$ cat src/rtl/div_arb_pkg.sv
// Shared types and default sizing for the shared-divider arbiter.
package div_arb_pkg;

   localparam int DEF_WIDTH   = 8;
   localparam int DEF_THREADS = 4;

   typedef enum logic [1:0] {
      S_IDLE = 2'd0,
      S_BUSY = 2'd1,
      S_DONE = 2'd2
   } state_t;

endpackage

$ cat src/rtl/alu_serial_divider.sv
// Iterative restoring divider: one quotient bit per enabled step, WIDTH steps.
// The dividend register doubles as the quotient register: dividend bits shift out
// of the top while quotient bits shift in at the bottom.
// A zero divisor needs no special case. Every compare succeeds, so the quotient
// is all ones and the dividend bits shift straight into the remainder.
module alu_serial_divider
   import div_arb_pkg::*;
#(
   parameter int WIDTH = DEF_WIDTH
) (
   input  logic             clk,
   input  logic             reset,
   input  logic             i_load,
   input  logic             i_step,
   input  logic [WIDTH-1:0] i_dividend,
   input  logic [WIDTH-1:0] i_divisor,
   output logic [WIDTH-1:0] o_quotient,
   output logic [WIDTH-1:0] o_remainder,
   output logic             o_last_step
);

   localparam int CW = (WIDTH > 1) ? $clog2(WIDTH) : 1;

   logic [CW-1:0]    r_cnt;
   logic [WIDTH-1:0] r_rem;
   logic [WIDTH-1:0] r_dq;
   logic [WIDTH-1:0] r_div;
   logic [WIDTH:0]   w_rem_sh;
   logic             w_ge;

   // The shifted partial remainder is one bit wider than the operands so that
   // it can be compared against the divisor before the subtraction.
   assign w_rem_sh = {r_rem, r_dq[WIDTH-1]};
   assign w_ge     = (w_rem_sh >= {1'b0, r_div});

   // Load operands on start, then perform one restoring step per enabled cycle.
   always_ff @(posedge clk) begin
      if (reset) begin
         r_cnt <= '0;
         r_rem <= '0;
         r_dq  <= '0;
         r_div <= '0;
      end else if (i_load) begin
         r_cnt <= '0;
         r_rem <= '0;
         r_dq  <= i_dividend;
         r_div <= i_divisor;
      end else if (i_step) begin
         r_rem <= w_ge ? WIDTH'(w_rem_sh - {1'b0, r_div}) : w_rem_sh[WIDTH-1:0];
         r_dq  <= {r_dq[WIDTH-2:0], w_ge};
         r_cnt <= r_cnt + CW'(1);
      end
   end

   assign o_quotient  = r_dq;
   assign o_remainder = r_rem;
   assign o_last_step = (r_cnt == CW'(WIDTH - 1));

endmodule

$ cat src/rtl/alu_div_arbiter.sv
// Round-robin arbiter sharing one serial divider between per-thread ALUs.
//
//  state  | meaning
//  -------+-------------------------------------------------------------
//  S_IDLE | waiting for any request; grants the first requester at/after rr_ptr
//  S_BUSY | divider stepping, one quotient bit per enabled cycle
//  S_DONE | done[owner] pulses with quotient/remainder; rr_ptr advances on exit
//
// enable=0 freezes every register, so a done cycle is simply held.
module alu_div_arbiter
   import div_arb_pkg::*;
#(
   parameter  int THREADS = DEF_THREADS,
   parameter  int WIDTH   = DEF_WIDTH,
   localparam int OW      = $clog2(THREADS)
) (
   input  logic                     clk,
   input  logic                     reset,
   input  logic                     enable,
   input  logic [THREADS-1:0]       req,
   input  logic [THREADS*WIDTH-1:0] rs_flat,
   input  logic [THREADS*WIDTH-1:0] rt_flat,
   output logic [THREADS-1:0]       done,
   output logic [WIDTH-1:0]         quotient,
   output logic [WIDTH-1:0]         remainder,
   output logic                     busy,
   output logic [OW-1:0]            owner
);

   state_t           r_state;
   state_t           w_state_nxt;
   logic [OW-1:0]    r_owner;
   logic [OW-1:0]    r_rr_ptr;
   logic [OW-1:0]    w_pick;
   logic             w_found;
   logic             w_load;
   logic             w_step;
   logic [WIDTH-1:0] w_rs_sel;
   logic [WIDTH-1:0] w_rt_sel;
   logic [WIDTH-1:0] w_div_q;
   logic [WIDTH-1:0] w_div_r;
   logic             w_last;

   // Round-robin pick: first requesting thread at or above rr_ptr, wrapping.
   always_comb begin
      w_pick  = '0;
      w_found = 1'b0;
      for (int k = 0; k < THREADS; k++) begin
         if (!w_found && req[(int'(r_rr_ptr) + k) % THREADS]) begin
            w_found = 1'b1;
            w_pick  = OW'((int'(r_rr_ptr) + k) % THREADS);
         end
      end
   end

   assign w_rs_sel = rs_flat[int'(w_pick)*WIDTH +: WIDTH];
   assign w_rt_sel = rt_flat[int'(w_pick)*WIDTH +: WIDTH];
   assign w_load   = enable && (r_state == S_IDLE) && w_found;
   assign w_step   = enable && (r_state == S_BUSY);

   alu_serial_divider #(
      .WIDTH (WIDTH)
   ) u_div (
      .clk         (clk),
      .reset       (reset),
      .i_load      (w_load),
      .i_step      (w_step),
      .i_dividend  (w_rs_sel),
      .i_divisor   (w_rt_sel),
      .o_quotient  (w_div_q),
      .o_remainder (w_div_r),
      .o_last_step (w_last)
   );

   // State register.
   always_ff @(posedge clk) begin
      if (reset) r_state <= S_IDLE;
      else       r_state <= w_state_nxt;
   end

   // Next-state decode; every transition is gated by enable.
   always_comb begin
      w_state_nxt = r_state;
      case (r_state)
         S_IDLE:  if (w_load)           w_state_nxt = S_BUSY;
         S_BUSY:  if (enable && w_last) w_state_nxt = S_DONE;
         S_DONE:  if (enable)           w_state_nxt = S_IDLE;
         default:                       w_state_nxt = S_IDLE;
      endcase
   end

   // Owner latches at grant; rr_ptr moves past the owner as the done cycle ends.
   always_ff @(posedge clk) begin
      if (reset) begin
         r_owner  <= '0;
         r_rr_ptr <= '0;
      end else begin
         if (w_load) r_owner <= w_pick;
         if (enable && (r_state == S_DONE))
            r_rr_ptr <= (r_owner == OW'(THREADS - 1)) ? '0 : r_owner + OW'(1);
      end
   end

   // Result outputs are only non-zero during the done cycle.
   always_comb begin
      done      = '0;
      quotient  = '0;
      remainder = '0;
      if (r_state == S_DONE) begin
         done[r_owner] = 1'b1;
         quotient      = w_div_q;
         remainder     = w_div_r;
      end
   end

   assign busy  = (r_state != S_IDLE);
   assign owner = r_owner;

endmodule

$ cat config.mk
export PLATFORM = sky130hd
export DESIGN_NAME = alu_div_arbiter
export DESIGN_NICKNAME = d
export VERILOG_FILES = /design/src/rtl/div_arb_pkg.sv /design/src/rtl/alu_serial_divider.sv /design/src/rtl/alu_div_arbiter.sv
export SDC_FILE = /design/constraint.sdc
export NUM_CORES = 1
export LEC_CHECK = 0
export ABC_CLOCK_PERIOD_IN_PS = 4400
export BUFFER_PORTS_ARGS = -buffer_cell sky130_fd_sc_hd__buf_2
export CAP_MARGIN = 20
export CORE_UTILIZATION = 55
export CTS_CLUSTER_SIZE = 28
export DETAILED_ROUTE_END_ITERATION = 6
export PLACE_DENSITY = 0.89
export SKIP_CTS_REPAIR_TIMING = 1
export SYNTH_ARGS = -nofsm -noshare
export SYNTH_HDL_FRONTEND = slang
export SYNTH_HIERARCHICAL = 1
export SYNTH_SLANG_ARGS = --single-unit
export TNS_END_PERCENT = 20
$ cat constraint.sdc
create_clock -name clk -period 4.4 [get_ports clk]
set_input_delay 0.22 -clock clk [delete_from_list [all_inputs] [get_ports clk]]
set_output_delay 0.22 -clock clk [all_outputs]
set_load 0.05 [all_outputs]
==> out/results.ini <==
[run_status]
outcome=completed

[global_route]
grt_pass1_vias=2334
track_usage_pct=25.3
antenna_found_initial=0
grt_pass1_wl_um=10300
grt_max_degree=34
grt_overflow=0

[cts]
clk_path_buf_depth=2
tritoncts=built
clk_pin_slew_ns=0.07
numCtsBuffers=5
clkLatencyLatePin_ns=0.28
htree_levels=2
clock-root-buffer=clkbuf_8
cts.sinks=33

[yosys]
synth.distinct_cells=46
synth.avg_cell_area_um2=8.39
synth.top_cells.by_area=mux2i_1, dfxtp_1, ha_1
syn_inst=320
synthFlopType=dfxtp_1
ys_top_cells_by_count=mux2i_1, nor2_1, dfxtp_1, and2_1, a21oi_1
async_flop_share_pct=0
synth_nets=406
synth-seq-cells=33
yosysTopAreaCell=mux2i_1
synth_enable_flop_cells=0
netlist_area_um2=2680
yosysMostFrequentCell=mux2i_1
ys_seq_area_share_pct=24.6
netlist.area_leader.share_pct=25.0
yosysWarnings=6

[sta]
rsz0062_at_grt=no
hold_slack_ns=0.276
slew_headroom_pct=35.5
period_needed_ns=2.35
skew_ns=0.00421
setup_viol=0
tightest_slew_ns=0.968
tns_ns=0
fmax_mhz=425
slew_violations=0
hold_violations=0
period_share_pct=53.5

[floorplan]
dieArea_um2=5160
die_w_um=71.9
ios=94
die_y_um=71.9
row_count=25
start_util_pct=56.8
core_um2=4720

[critical_path]
worstSetupStartpointType=flip-flop
cp.arrival_ns=2.51
crit_type=flip-flop to flip-flop
required_ns=4.56
end_kind=flip-flop
cp_max_fo=33

[final_layout]
nNetsFinal=491
drive_above_1_share_pct=27.8
finalNonFillerCells=473
synthToLayoutAreaGrowth_pct=20.7
fin_util_pct=68.6
diodes=0

[power_and_ir_drop]
switching_share_pct=34.2
p_comb_share_pct=35.3
power.share.clock_pct=25.5
power_density_nw_per_um2=261
p_seq_share_pct=39.2
ir_drop_uv=212
switchingPower_w=0.000289
leakage_nw=1.47
internal_power_w=0.000556

[routing]
via_per_inst=5.58
wire_per_inst_um=13.7
dr.pass1.iters=4
wirelength_um=6500
drc=0
ant_nets=0
drt_iter0_markers=108
vias=2637

[placement]
port_buffers=93
dp.cells=464
hpwl_um=4870
routabilityCongestion=0.880

[min_path]
hold_class=primary input to flip-flop

[flow_run]
drv_cap=0

## cell usage in the layout (no fill, tap or decap), types with 3 or more instances in the layout
cell type,n
a21oi_1,19
a31oi_1,6
and2_1,21
buf_2,93
buf_4,3
clkbuf_8,5
dfxtp_1,33
ha_1,14
inv_1,18
mux2i_1,67
nand2_1,7
nand2b_1,7
nand3_1,14
nand4_1,4
nor2_1,36
nor2b_1,3
nor3_1,4
o211ai_1,5
o21ai_0,9
## cells by family (layout without fill, tap and decap cells)
family	after synthesis	in the layout	share of synthesized area, %
adder cells (fa/ha/maj)	15	15	7.27
buffers and inverters	37	123	6.95
multiplexers	67	67	25.0
AND/OR/NAND/NOR	108	108	20.5
XOR/XNOR	3	3	0.979
flip-flops	33	33	24.6
AO/OA/AOI/OAI	57	57	14.7
## stage by stage
step / worst slack [ns] / power, W / cell area [um2]
2_1_floorplan: 2.40 / 0.000560 / 2680
4_1_cts: 1.94 / 0.000847 / 3230
5_1_grt: 1.90 / 0.000900 / 3240
3_3_place_gp: 2.06 / 0.000619 / 3150
3_5_place_dp: 1.96 / 0.000629 / 3150
6_report: 2.05 / 0.000845 / 3240
## worst max-delay path, cell delays in order, from the launching register on
cell and delay [ns]:
dfxtp_1 0.38, a21oi_1 0.15, o21ai_0 0.08, o2bb2a_2 0.89, mux2i_1 0.35, mux2i_1 0.13
mux2i_1 0.17, nor2_1 0.06
## final cells by class
| cell class | count | area, um2 |
|---|---|---|
| Multi-Input combinational cell | 250 | 1850 |
| Fill cell | 385 | 1480 |
| Sequential cell | 33 | 661 |
| Timing Repair Buffer | 97 | 499 |
| Tap cell | 67 | 83.8 |
| Clock buffer | 6 | 72.6 |
| Inverter | 18 | 67.6 |
| Clock inverter | 2 | 10.0 |
## power groups by stage
stage               combinational, W  sequential [W]  clock [W]
floorplan                   0.000225        0.000335          0
detailed placement          0.000291        0.000337          0
finish                      0.000298        0.000331   0.000215
CTS                         0.000295        0.000331   0.000221
global placement            0.000283        0.000336          0
global route                0.000330        0.000333   0.000238
## flip-flops by register name, summed over array words and instances (netlist names)
name / cells
owner: 2
r_rr_ptr: 2
r_state: 2
u_div/o_quotient: 8
u_div/o_remainder: 8
u_div/r_cnt: 3
u_div/r_div: 8
## path summary, 6_finish.rpt
kind / endpoint / slack [ns] / cells past startpoint / start
hold reg to reg: u_div/r_div[3] / 0.49 / 2 / u_div/r_div[3]
setup reg to reg: u_div/r_div[2] / 2.05 / 7 / r_rr_ptr[1]
hold / removal: r_rr_ptr[1] / 0.28 / 3 / enable
setup / recovery: u_div/r_div[2] / 2.05 / 7 / r_rr_ptr[1]
## per-layer routing
metal | GRT usage [%] | vias to the layer above | share of wire, %
met5 | 0 | - | 0
met4 | 10.9 | 0 | 2.5
met3 | 5.06 | 18 | 4.8
met2 | 44.1 | 92 | 50
met1 | 30.2 | 1214 | 42
li1 | - | 1313 | -
Power figures use the tool's default switching activity.
